**config.mk**
```make
export PLATFORM = sky130hd
export DESIGN_NAME = trc_sig_buffer
export DESIGN_NICKNAME = d
export VERILOG_FILES = /design/src/rtl/trc_pkg.sv /design/src/rtl/trc_sig_buffer.sv
export SDC_FILE = /design/constraint.sdc
export NUM_CORES = 1
export LEC_CHECK = 0
export BUFFER_PORTS_ARGS = -buffer_cell sky130_fd_sc_hd__buf_2
export CORE_UTILIZATION = 60
export CTS_CLUSTER_SIZE = 10
export DETAILED_ROUTE_END_ITERATION = 6
export PLACE_DENSITY = 0.78
export SETUP_SLACK_MARGIN = 0.3
export SLEW_MARGIN = 15
export SYNTH_ARGS = -nofsm -noshare
export SYNTH_HDL_FRONTEND = slang
export SYNTH_SLANG_ARGS = --single-unit
```
**constraint.sdc**
```tcl
create_clock -name clk -period 1.8 [get_ports clk]
set_input_delay 0.27 -clock clk [delete_from_list [all_inputs] [get_ports clk]]
set_output_delay 0.27 -clock clk [all_outputs]
set_load 0.05 [all_outputs]
```
**src/rtl/trc_pkg.sv**
```systemverilog
// Shared definitions for the test run controller: FSM state encoding,
// the tohost exit code that means "pass", and the full-word byte enable.
package trc_pkg;

  typedef enum logic [1:0] {
    TRC_IDLE  = 2'd0,
    TRC_RESET = 2'd1,
    TRC_RUN   = 2'd2,
    TRC_DONE  = 2'd3
  } trc_state_e;

  localparam int unsigned TRC_PASS_CODE = 1;
  localparam logic [3:0]  TRC_BE_FULL   = 4'b1111;

endpackage

```
**src/rtl/trc_sig_buffer.sv**
```systemverilog
// Signature capture buffer: SIG_DEPTH words of DATAWIDTH bits, written per
// enabled byte, cleared synchronously, read combinationally.
// Ports:
//   clk, rst_n   clock and synchronous active-low reset (clears the array)
//   clr          synchronous clear of the whole array
//   wr_en        write strobe; wr_idx/wr_data/wr_be give word, data, bytes
//   rd_idx       read index; indices >= SIG_DEPTH read as zero
//   rd_data      combinational read data
module trc_sig_buffer
  import trc_pkg::*;
#(
  parameter int unsigned DATAWIDTH = 32,
  parameter int unsigned SIG_DEPTH = 8,
  parameter int unsigned AW        = (SIG_DEPTH > 1) ? $clog2(SIG_DEPTH) : 1
) (
  input  logic                 clk,
  input  logic                 rst_n,
  input  logic                 clr,
  input  logic                 wr_en,
  input  logic [AW-1:0]        wr_idx,
  input  logic [DATAWIDTH-1:0] wr_data,
  input  logic [3:0]           wr_be,
  input  logic [AW:0]          rd_idx,
  output logic [DATAWIDTH-1:0] rd_data
);

  logic [DATAWIDTH-1:0] mem_q [SIG_DEPTH];
  logic [DATAWIDTH-1:0] mem_d [SIG_DEPTH];

  always_comb begin
    mem_d = mem_q;
    if (clr) begin
      mem_d = '{default: '0};
    end else if (wr_en) begin
      for (int unsigned b = 0; b < 4; b++) begin
        if (wr_be[b]) begin
          mem_d[wr_idx][8*b +: 8] = wr_data[8*b +: 8];
        end
      end
    end
  end

  always_ff @(posedge clk) begin
    if (!rst_n) begin
      mem_q <= '{default: '0};
    end else begin
      mem_q <= mem_d;
    end
  end

  // The index port is one bit wider than the array address so that
  // out-of-range requests can be detected and zeroed.
  always_comb begin
    rd_data = '0;
    if (32'(rd_idx) < SIG_DEPTH) begin
      rd_data = mem_q[rd_idx[AW-1:0]];
    end
  end

endmodule

```
Word level (Yosys, flattened, before mapping)
Cells that the tools add are included. Widths: inputs -> output; s select.

Bitwise gates (word level): 3. $add $sub $neg: 0. Order comparisons: 4. Equality and inequality tests: 0. Reduce and logical (&&, ||, !) cells: 2. Mux-type cells: 26. Shift operators: 0. Div/mod/pow operators: 0. Multiply operators: 0.

Operators by type and width (number): $mux 256 (10); $bwmux 256 (4); $demux 32 s3 (4); $mux 32 (4); $bmux 32 s3 (1); $mux 24 (1); $mux 16 (1); $ge 4x4->1 const B (2); $mux 8 (1); $not 3->4 (2); $lt 4x1->1 const B (1); $lt 4x4->1 const B (1); $reduce_or 2->1 (1); $logic_and 1x1->1 (1); $not 1->1 (1).

Bits of input ports: 47. Output and inout bits: 32. Flip-flop bits (word level): 256. Memories: 0. RAM bits: 0. ROM bits: 0. Bits in latches: 0.

Logic depth before layout (Yosys ltp)
Gate-level depths: netlist of run 1.

Depth after elaboration: 19. Mapped depth: 6. Gate-level depth less buffers: 3.

Worst setup path after synthesis of run 1
Ideal clock, no wire load.

Path kind: in2out. Start point: in rd_idx[2]. End point: out rd_data[0]. Arrival time: 1.651 ns. Buffers on the path: 3. Cell stages on the path: 6. Data required time: 1.530 ns. Path slack: -0.121 ns. Path through: buf_6 > buf_4 > buf_4 > mux4_2 > mux2i_1 > nor2_1.

Cells in the longest elaborated chain, start to end: 5. Elaborated cells between the ends (all ways): 6.

RTL lines: from (decl) (line trc_sig_buffer.sv:23) `input logic [AW:0] rd_idx,`; $not 3->4 (not written as such) (line trc_sig_buffer.sv:56) `rd_data = mem_q[rd_idx[AW-1:0]];`; $bmux 32 s3 (line trc_sig_buffer.sv:56); $mux 32 (not written as such) (2 in a row) (line trc_sig_buffer.sv:56); $mux 32 * (line trc_sig_buffer.sv:55) `if (32'(rd_idx) < SIG_DEPTH) begin`; to (decl) (line trc_sig_buffer.sv:24) `output logic [DATAWIDTH-1:0] rd_data`.

Every way passes the cells marked *; elsewhere a longest branch is shown, timed or not. The select of a mux whose other input is x is not followed.

Worst setup path in the final report of run 1
Start point: reg mem_q[127] (netlist name). End point: out rd_data[31].

Cells in the longest elaborated chain, start to end: 4.

RTL lines: from (decl) (line trc_sig_buffer.sv:27) `logic [DATAWIDTH-1:0] mem_q [SIG_DEPTH];`; from (signal assigned) (line trc_sig_buffer.sv:47) `mem_q <= mem_d;`; $bmux 32 s3 (line trc_sig_buffer.sv:56); $mux 32 (not written as such) (2 in a row) (line trc_sig_buffer.sv:56); $mux 32 (line trc_sig_buffer.sv:55).

No other way between the ends. The select of a mux whose other input is x is not followed.

==> run summary, run 1 <==
WP data arrival: 1.78 ns
first-pass GRT wire length: 54000 um
Worst Path Buf+Inv: 1
Seq/Total Area, Yosys: 0.425
DR iter-0 viols: 1080
Slew Limit Fails: 0
clock buffer depth: 3
Startpoint Class: register
Avg Cell Area, Syn: 8.78 sq um
Area growth syn-to-layout: 18.4%
HPWL Detailed: 18000 um
setup ws final: -0.253 ns
TritonRoute pass-1 iters: 6
Fin. Hold Viols: 0
Vias: 10900
max FFs per register: 256
Post-Layout Cell Count: 1621
Pwr Total: 0.0118 W
EDFF count, synth: 0
class of the worst hold path: input pin to register
crit path kind: register to primary output
Core Util, Final: 0.728
Sink Count: 256
Async SR Flop Fraction: 0
Worst-Margin Slew: 0.529 ns
Finished Cell Area: 14300 sq um
Crit-path slowest cell: mux4_2
Max VDD drop: 731 uV
Overflow after GRT: 0
area share of the largest cell type after synthesis: 0.425
Post-Syn Nets: 1419
Synth cell types: 24
Initial Util: 0.615
initial antenna violation count: 2
critical path endpoint category: primary output
Worst Path Required: 1.53 ns
top post-synthesis cells by area: dfxtp_1 43%, mux4_2 11%, nand3_1 11%, a21oi_1 11%, o21ai_0 11%
DP Cell Count: 1582
CP peak stage delay: 0.49 ns
drt via density: 6.72
io pins: 79
Buffers on Ports: 78
number of remaining DRC errors: 0
Die Ht: 144 um
vias in the first global route: 10600
Leak: 4.33 nW
Worst-Skew Late Latency: 0.53 ns
Fillers: 1471
antenna viol nets, final: 0
Root Driver: clkbuf_16
placed cell area: 13000 sq um
Core Region: 19600 sq um
top-count cell post-synth: nand3_1
most frequently used flop master after synthesis: dfxtp_1
Synth Register Bits: 256
delay-heaviest family, CP: multiplexers
hold_ws: 0.0583 ns
Setup-failing EPs final: 32
Placer Congestion: 0.759
most common library cells after synthesis: 260 x nand3_1, 256 x a21oi_1, 256 x dfxtp_1, 256 x o21ai_0, 108 x clkbuf_1
Overall Global Routing Usage: 0.331
cells along the critical path: mux4_2 > mux2i_4 > nor2_4 > buf_6
instance count of the mapped netlist: 1372
failing checks: negative setup slack
Routed WL: 33700 um
Max-Cap Viols: 0
post-layout min period: 2.05 ns
largest net degree at the start of global routing: 65
slew margin rel.: 0.647
Reg with most FFs: mem_q
layout cells sized above 1: 0.244
Synth area leader: dfxtp_1
number of CTS-inserted buffers: 29
status: complete, but fails checks
FF+latch area: 5150 sq um
PD cells: 828 nW/um^2
Yosys Warn Count: 0
CTS tree: yes
clk slew on worst S/H paths: 0.06 ns
Fin Clk Skew: 0 ns
crit path max fanout: 2
Largest regs: mem_q: 256 flops
RSZ-0062 raised after global routing: yes
Wirelength per Cell: 20.8 um
Final nets: 1398
Die ar.: 20700 sq um
H-Tree Depth: 1
DIE WIDTH: 144 um
Post-Syn Area: 12100 sq um
Final Cycle Share: 1.14
area of the multi-input gates: 6530 sq um
Row Count: 51
Fmax: 0.487 GHz
[path summary, 6_finish.rpt]
kind / startpoint / end / slack, ns / depth (start not counted)
worst max register to register: mem_q[225]$_SDFFE_PP0P_ / mem_q[225]$_SDFFE_PP0P_ / 1.01 / 3
worst min-delay path: wr_data[5] / mem_q[197]$_SDFFE_PP0P_ / 0.06 / 3
worst min register to register: mem_q[129]$_SDFFE_PP0P_ / mem_q[129]$_SDFFE_PP0P_ / 0.47 / 2
worst max-delay path: mem_q[127]$_SDFFE_PP0P_ / rd_data[31] / -0.25 / 4
[tightest hold or removal path: stages]
cell and delay (ns):
buf_2 0.15, nand3_1 0.08, a21oi_1 0.05
[through the flow]
stage / TNS (ns) / worst slack [ns]
2_1_floorplan: 0 / 0.172
3_5_place_dp: -4.21 / -0.226
4_1_cts: -6.91 / -0.241
6_report: -6.55 / -0.253
3_3_place_gp: -4.03 / -0.186
5_1_grt: -7.88 / -0.282
[layout by cell type (no fill, tap or decap), drive strengths merged]
master  Yosys  routed
diode       0       3
o21ai     256     256
nor2b       2       2
nand3b      4       4
mux4       64      64
nand2b      3       3
and3        4       4
buf        84     143
a21oi     256     256
nand3     260     260
and3b       4       4
mux2i      32      32
dfxtp     256     256
or2         1       1
nand2       1       1
and2        1       1
nor2       33      33
clkbuf    111      33
[repair_timing]
action                     in CTS  in global routing
hold buffers                    0                  0
setup endpoints to repair      32                 32
setup buffers                   1                  2
resized for setup              99                 24
gates cloned                    0                  0
pin swaps                       6                  3
[where the power goes]
group          total, W  switching [W]  internal (W)
Clock           0.00495        0.00211       0.00283
Sequential      0.00571      0.0000121       0.00570
Combinational   0.00117       0.000794      0.000374
[routing by layer]
metal / GRT usage / wire [um]
met1: 0.434 / 13500
met5: 0 / 0
met3: 0.0586 / 2840
met4: 0.129 / 958
met2: 0.542 / 16400
[layout make-up]
class                           count  area share
Tap cell                          265      0.0232
Multi-Input combinational cell    921       0.458
Timing Repair Buffer              143       0.106
Sequential cell                   256       0.361
Antenna cell                        3    0.000526
Clock buffer                       33      0.0519
[cells by family after synthesis]
kind of cell | share of synthesized area
compound gates | 0.213
simple gates | 0.130
flops | 0.425
buf+inv | 0.0841
mux | 0.148
Note: power is estimated with default switching activity, not from simulation.
==> run 2, diff against run 1 <==
- BUFFER_PORTS_ARGS: -buffer_cell sky130_fd_sc_hd__buf_2 -> -buffer_cell sky130_fd_sc_hd__buf_4
==> run 2 against run 1 <==
Net effect: the flow still finishes with violations (negative setup slack); critical endpoint is now rd_data[2]; hold slack worse by 0.021 ns; non-clock buffer count shrank 6; sequential share of layout area grew 0.26 points; cell count decreased by 0.56%; largest power group unchanged.
==> run summary, run 2 (synthesis gave the netlist of run 1 again) <==
HPWL Detailed: 17500 um (-2.6%)
Buffers on Ports: 78 (unchanged)
status: complete, but fails checks
clock buffer depth: 3 (unchanged)
Post-Layout Cell Count: 1612 (-0.56%)
Vias: 10700 (-1.6%)
Max-Cap Viols: 0 (unchanged)
Overall Global Routing Usage: 0.330 (-0.00109)
CTS hold repair buffers: 0 (unchanged)
Final Cycle Share: 1.12 (-0.0168)
failing checks: negative setup slack
Largest regs: mem_q: 256 flops
critical path endpoint category: primary output
Worst Path Required: 1.53 ns (about the same)
TritonRoute pass-1 iters: 6 (unchanged)
Fin Clk Skew: 0 ns (unchanged)
Placer Congestion: 0.761 (+0.32%)
Inserted Diodes: 0 (-3)
Leak: 4.28 nW (-1.1%)
RSZ-0062 raised after global routing: yes
slew margin rel.: 0.550 (-0.0974)
Finished Cell Area: 14200 sq um (-0.72%)
Slew Limit Fails: 0 (unchanged)
Root Driver: clkbuf_16
largest net degree at the start of global routing: 94 (+45%)
highest-count cells in the layout ignoring fill and taps: 260 x nand3_1, 256 x o21ai_0, 256 x a21oi_1
layout cells sized above 1: 0.241 (-0.00337)
Sink Count: 256 (unchanged)
clk slew on worst S/H paths: 0.06 ns (about the same)
post-layout min period: 2.02 ns (-0.0302 ns)
DIE WIDTH: 144 um (unchanged)
Wirelength per Cell: 20.6 um (-1.1%)
antenna viol nets, final: 0 (unchanged)
DR iter-0 viols: 1256 (+16%)
WP data arrival: 1.75 ns (-0.03 ns)
Setup WS pre-CTS: -0.174 ns (+0.0526 ns)
number of remaining DRC errors: 0 (unchanged)
crit path kind: register to primary output
Final nets: 1392 (-0.43%)
Reg with most FFs: mem_q
crit path max fanout: 2 (unchanged)
Core Util, Final: 0.723 (-0.00524)
Area growth syn-to-layout: 17.6%
Routed WL: 33100 um (-1.7%)
number of CTS-inserted buffers: 29 (unchanged)
class of the worst hold path: input pin to register
PD cells: 834 nW/um^2 (+0.70%)
initial antenna violation count: 0 (-2)
Initial Util: 0.615 (unchanged)
Startpoint Class: register
max FFs per register: 256 (unchanged)
placed cell area: 13000 sq um (-0.13%)
io pins: 79 (unchanged)
Fin. Hold Viols: 0 (unchanged)
first-pass GRT wire length: 54200 um (+0.33%)
Row Count: 51 (unchanged)
Worst-Skew Late Latency: 0.53 ns (about the same)
Core Region: 19600 sq um (unchanged)
Die Ht: 144 um (unchanged)
drt via density: 6.65 (-1.0%)
Max VDD drop: 660 uV (-9.8%)
Setup-failing EPs final: 32 (unchanged)
DP Cell Count: 1578 (-0.25%)
Worst-Margin Slew: 0.675 ns (+0.146 ns)
setup ws final: -0.223 ns (+0.0302 ns)
Fmax: 0.494 GHz (+1.5%)
H-Tree Depth: 1 (unchanged)
vias in the first global route: 10600 (+0.62%)
Overflow after GRT: 0 (unchanged)
commonest non-fill, non-tap cell in the layout: nand3_1
Die ar.: 20700 sq um (unchanged)
CTS tree: yes
-- run 2: worst paths after layout --
kind | start | end | slack (ns) | cells past startpoint
hold reg to reg | mem_q[3]$_SDFFE_PP0P_ | mem_q[3]$_SDFFE_PP0P_ | 0.47 | 2
setup reg to reg | mem_q[1]$_SDFFE_PP0P_ | mem_q[1]$_SDFFE_PP0P_ | 1.07 | 3
setup / recovery | mem_q[2]$_SDFFE_PP0P_ | rd_data[2] | -0.22 | 4
hold / removal | wr_data[21] | mem_q[181]$_SDFFE_PP0P_ | 0.04 | 3
-- run 2: worst max-delay path: stages (launching register included) --
cell,delay (ns)
dfxtp_2,0.32
mux4_2,0.49
mux2i_4,0.22
nor2_4,0.04
buf_6,0.15
-- run 2: metal layers --
| metal | vias up | share of wire | track usage |
|---|---|---|---|
| li1 | 4905 | - | - |
| met1 | 5242 | 0.41 | 0.442 |
| met2 | 506 | 0.49 | 0.554 |
| met3 | 66 | 0.075 | 0.0393 |
| met5 | - | 0 | 0 |
| met4 | 0 | 0.026 | 0.108 |
-- run 2: where the power goes --
group	total (W)	switching, W	internal [W]
clock	0.00496	0.00213	0.00283
combinational	0.00115	0.000788	0.000362
sequential	0.00571	0.0000119	0.00570
total	0.0118	0.00293	0.00889
-- run 2: cell type report --
type,instances,area [sq um]
Timing Repair Buffer,137,1400
Fill cell,1472,5420
Tap cell,265,332
Clock buffer,33,741
Multi-Input combinational cell,921,6550
Sequential cell,256,5150
-- run 2: per-stage QoR --
| step | total power [W] | hold WS [ns] | TNS (ns) |
|---|---|---|---|
| final | 0.0118 | 0.0368 | -6.21 |
| after detailed placement | 0.00692 | 0.464 | -4.02 |
| after global placement | 0.00691 | 0.456 | -3.78 |
| after CTS | 0.0118 | 0.0309 | -6.80 |
| after global routing | 0.0122 | 0.0404 | -7.51 |
| after floorplan | 0.00657 | 0.449 | 0 |
-- run 2: what timing repair did --
action | CTS | global route
setup endpoints to repair | 32 | 32
gates resized for setup | 62 | 31
pin swaps | 8 | 7
setup buffers | 1 | 0
==> run 3, diff against run 2 <==
- clock period: 1.8 -> 2.25 ns (I/O delays scaled with it)
==> run 3 against run 2 <==
Net effect: setup slack better by 0.35 ns; sequential share of layout area up 1.1 points; sequential power down 20%; the run now ends clean; critical path type unchanged.
==> run summary, run 3 (synthesis gave the netlist of run 1 again) <==
origin of the critical flop-to-flop path: mem_q[249]$_SDFFE_PP0P_
DR iter-0 viols: 1075 (-14%)
DP Cell Count: 1569 (-0.57%)
Overall Global Routing Usage: 0.322 (-0.00761)
clk slew on worst S/H paths: 0.06 ns (about the same)
Sequential Power Share: 0.478 (-0.005)
Final Cycle Share: 0.942
hold_ws: 0.0958 ns (+0.0589 ns)
Core Region: 19600 sq um (unchanged)
critical path endpoint category: primary output
Post-Layout Cell Count: 1609 (-0.19%)
PD cells: 697 nW/um^2 (-16%)
Final nets: 1391 (-0.072%)
status: complete, no violations
HPWL Detailed: 17600 um (+0.60%)
Startpoint Class: register
Buffers on Ports: 78 (unchanged)
antenna viol nets, final: 0 (unchanged)
clock buffer depth: 3 (unchanged)
Die ar.: 20700 sq um (unchanged)
initial antenna violation count: 0 (unchanged)
DIE WIDTH: 144 um (unchanged)
crit path kind: register to primary output
CTS hold repair buffers: 0 (unchanged)
Overflow after GRT: 0 (unchanged)
Root Driver: clkbuf_16
crit path from: mem_q[1]$_SDFFE_PP0P_
placed cell area: 12700 sq um (-2.5%)
Finished Cell Area: 13700 sq um (-3.1%)
Worst-Skew Late Latency: 0.54 ns (about the same)
Int Power: 0.00721 W (-19%)
Max VDD drop: 537 uV (-19%)
TritonRoute pass-1 iters: 6 (unchanged)
Die Ht: 144 um (unchanged)
Fin Setup TNS: 0 ns (+6.21 ns)
Setup-failing EPs final: 0 (-100%)
Area growth syn-to-layout: 13.9%
top routing layer in use: met4
Worst-Margin Slew: 0.595 ns (-0.0800 ns)
Fin. Hold Viols: 0 (unchanged)
Slew Limit Fails: 0 (unchanged)
met2 wire length: 16300 um (about the same)
Leak: 4.32 nW (+0.89%)
Placer Congestion: 0.787 (+3.4%)
max FFs per register: 256 (unchanged)
highest-count cells in the layout ignoring fill and taps: 260 x nand3_1, 256 x o21ai_0, 256 x a21oi_1
first-pass GRT wire length: 52900 um (-2.3%)
Vias: 10700 (+0.22%)
crit path max fanout: 2 (unchanged)
H-Tree Depth: 1 (unchanged)
Routed WL: 33100 um (-0.24%)
number of CTS-inserted buffers: 29 (unchanged)
Fmax: 0.472 GHz
drt via density: 6.68 (+0.41%)
share of power burned in the clock network: 0.430 (+0.010)
Sink Count: 256 (unchanged)
Metal-1 WL: 13000 um (-3.4%)
number of remaining DRC errors: 0 (unchanged)
post-layout min period: 2.12 ns
CTS tree: yes
Comb pwr share: 0.093 (-0.004)
NetSw: 0.00235 W (-20%)
met3 wire length: 3050 um (+23%)
largest net degree at the start of global routing: 65 (-31%)
Worst Path Required: 1.91 ns (+0.38 ns)
class of the worst hold path: input pin to register
Fillers: 1515 (+2.9%)
FF-to-FF setup slack: 1.54 ns (+0.47 ns)
Pwr Total: 0.00956 W (-19%)
RSZ-0062 raised after global routing: yes
Net Sw Frac: 0.246 (-0.00133)
commonest non-fill, non-tap cell in the layout: nand3_1
Wirelength per Cell: 20.6 um (about the same)
vias in the first global route: 10200 (-3.8%)
Row Count: 51 (unchanged)
WP data arrival: 1.78 ns (+0.03 ns)
slew margin rel.: 0.603 (+0.0533)
Fin Clk Skew: 0 ns (unchanged)
Initial Util: 0.615 (unchanged)
Inserted Diodes: 0 (unchanged)
Reg with most FFs: mem_q
layout cells sized above 1: 0.222 (-0.0181)
Largest regs: mem_q: 256 flops
hold wc startpoint: wr_data[0]
Max-Cap Viols: 0 (unchanged)
io pins: 79 (unchanged)
-- run 3: worst max-delay path: stages, from the launching register on --
cell	delay, ns
dfxtp_2	0.32
mux4_2	0.48
mux2i_2	0.21
nor2_2	0.07
buf_6	0.16
-- run 3: repair_timing --
item                                    4_1_cts  5_1_grt
gates cloned                                  0        1
setup buffers                                 0        8
endpoints found under the setup margin       32       32
pin swaps                                     4        4
gates resized for setup                      50       22
-- run 3: metal layers --
layer | global-route usage | vias to the layer above
met5 | 0 | -
met2 | 0.538 | 571
met4 | 0.104 | 0
met3 | 0.0536 | 56
li1 | - | 4919
met1 | 0.425 | 5197
-- run 3: path summary, 6_finish.rpt --
path | endpoint | cells after the start
max | rd_data[1] | 4
min | mem_q[0]$_SDFFE_PP0P_ | 3
max reg2reg | mem_q[249]$_SDFFE_PP0P_ | 2
min reg2reg | mem_q[29]$_SDFFE_PP0P_ | 2
-- run 3: layout make-up --
class	count	area, sq um	area share
Tap cell	265	332	0.0242
Clock inverter	2	38.8	0.00283
Clock buffer	29	726	0.0529
Multi-Input combinational cell	921	6060	0.442
Sequential cell	256	5150	0.375
Timing Repair Buffer	136	1420	0.103
-- run 3: power groups by stage --
stage | Combinational (W) | Clock [W] | Sequential [W]
3_3_place_gp | 0.000833 | 0 | 0.00466
6_report | 0.000886 | 0.00411 | 0.00457
5_1_grt | 0.000933 | 0.00431 | 0.00457
2_1_floorplan | 0.000563 | 0 | 0.00466
3_5_place_dp | 0.000838 | 0 | 0.00466
4_1_cts | 0.000846 | 0.00413 | 0.00457
-- run 3: per-stage QoR --
step | utilization | setup slack [ns]
after floorplan | - | 0.366
after global placement | 0.647 | 0.166
after detailed placement | 0.647 | 0.156
after CTS | 0.693 | 0.120
after global routing | 0.701 | 0.0870
final | 0.701 | 0.130
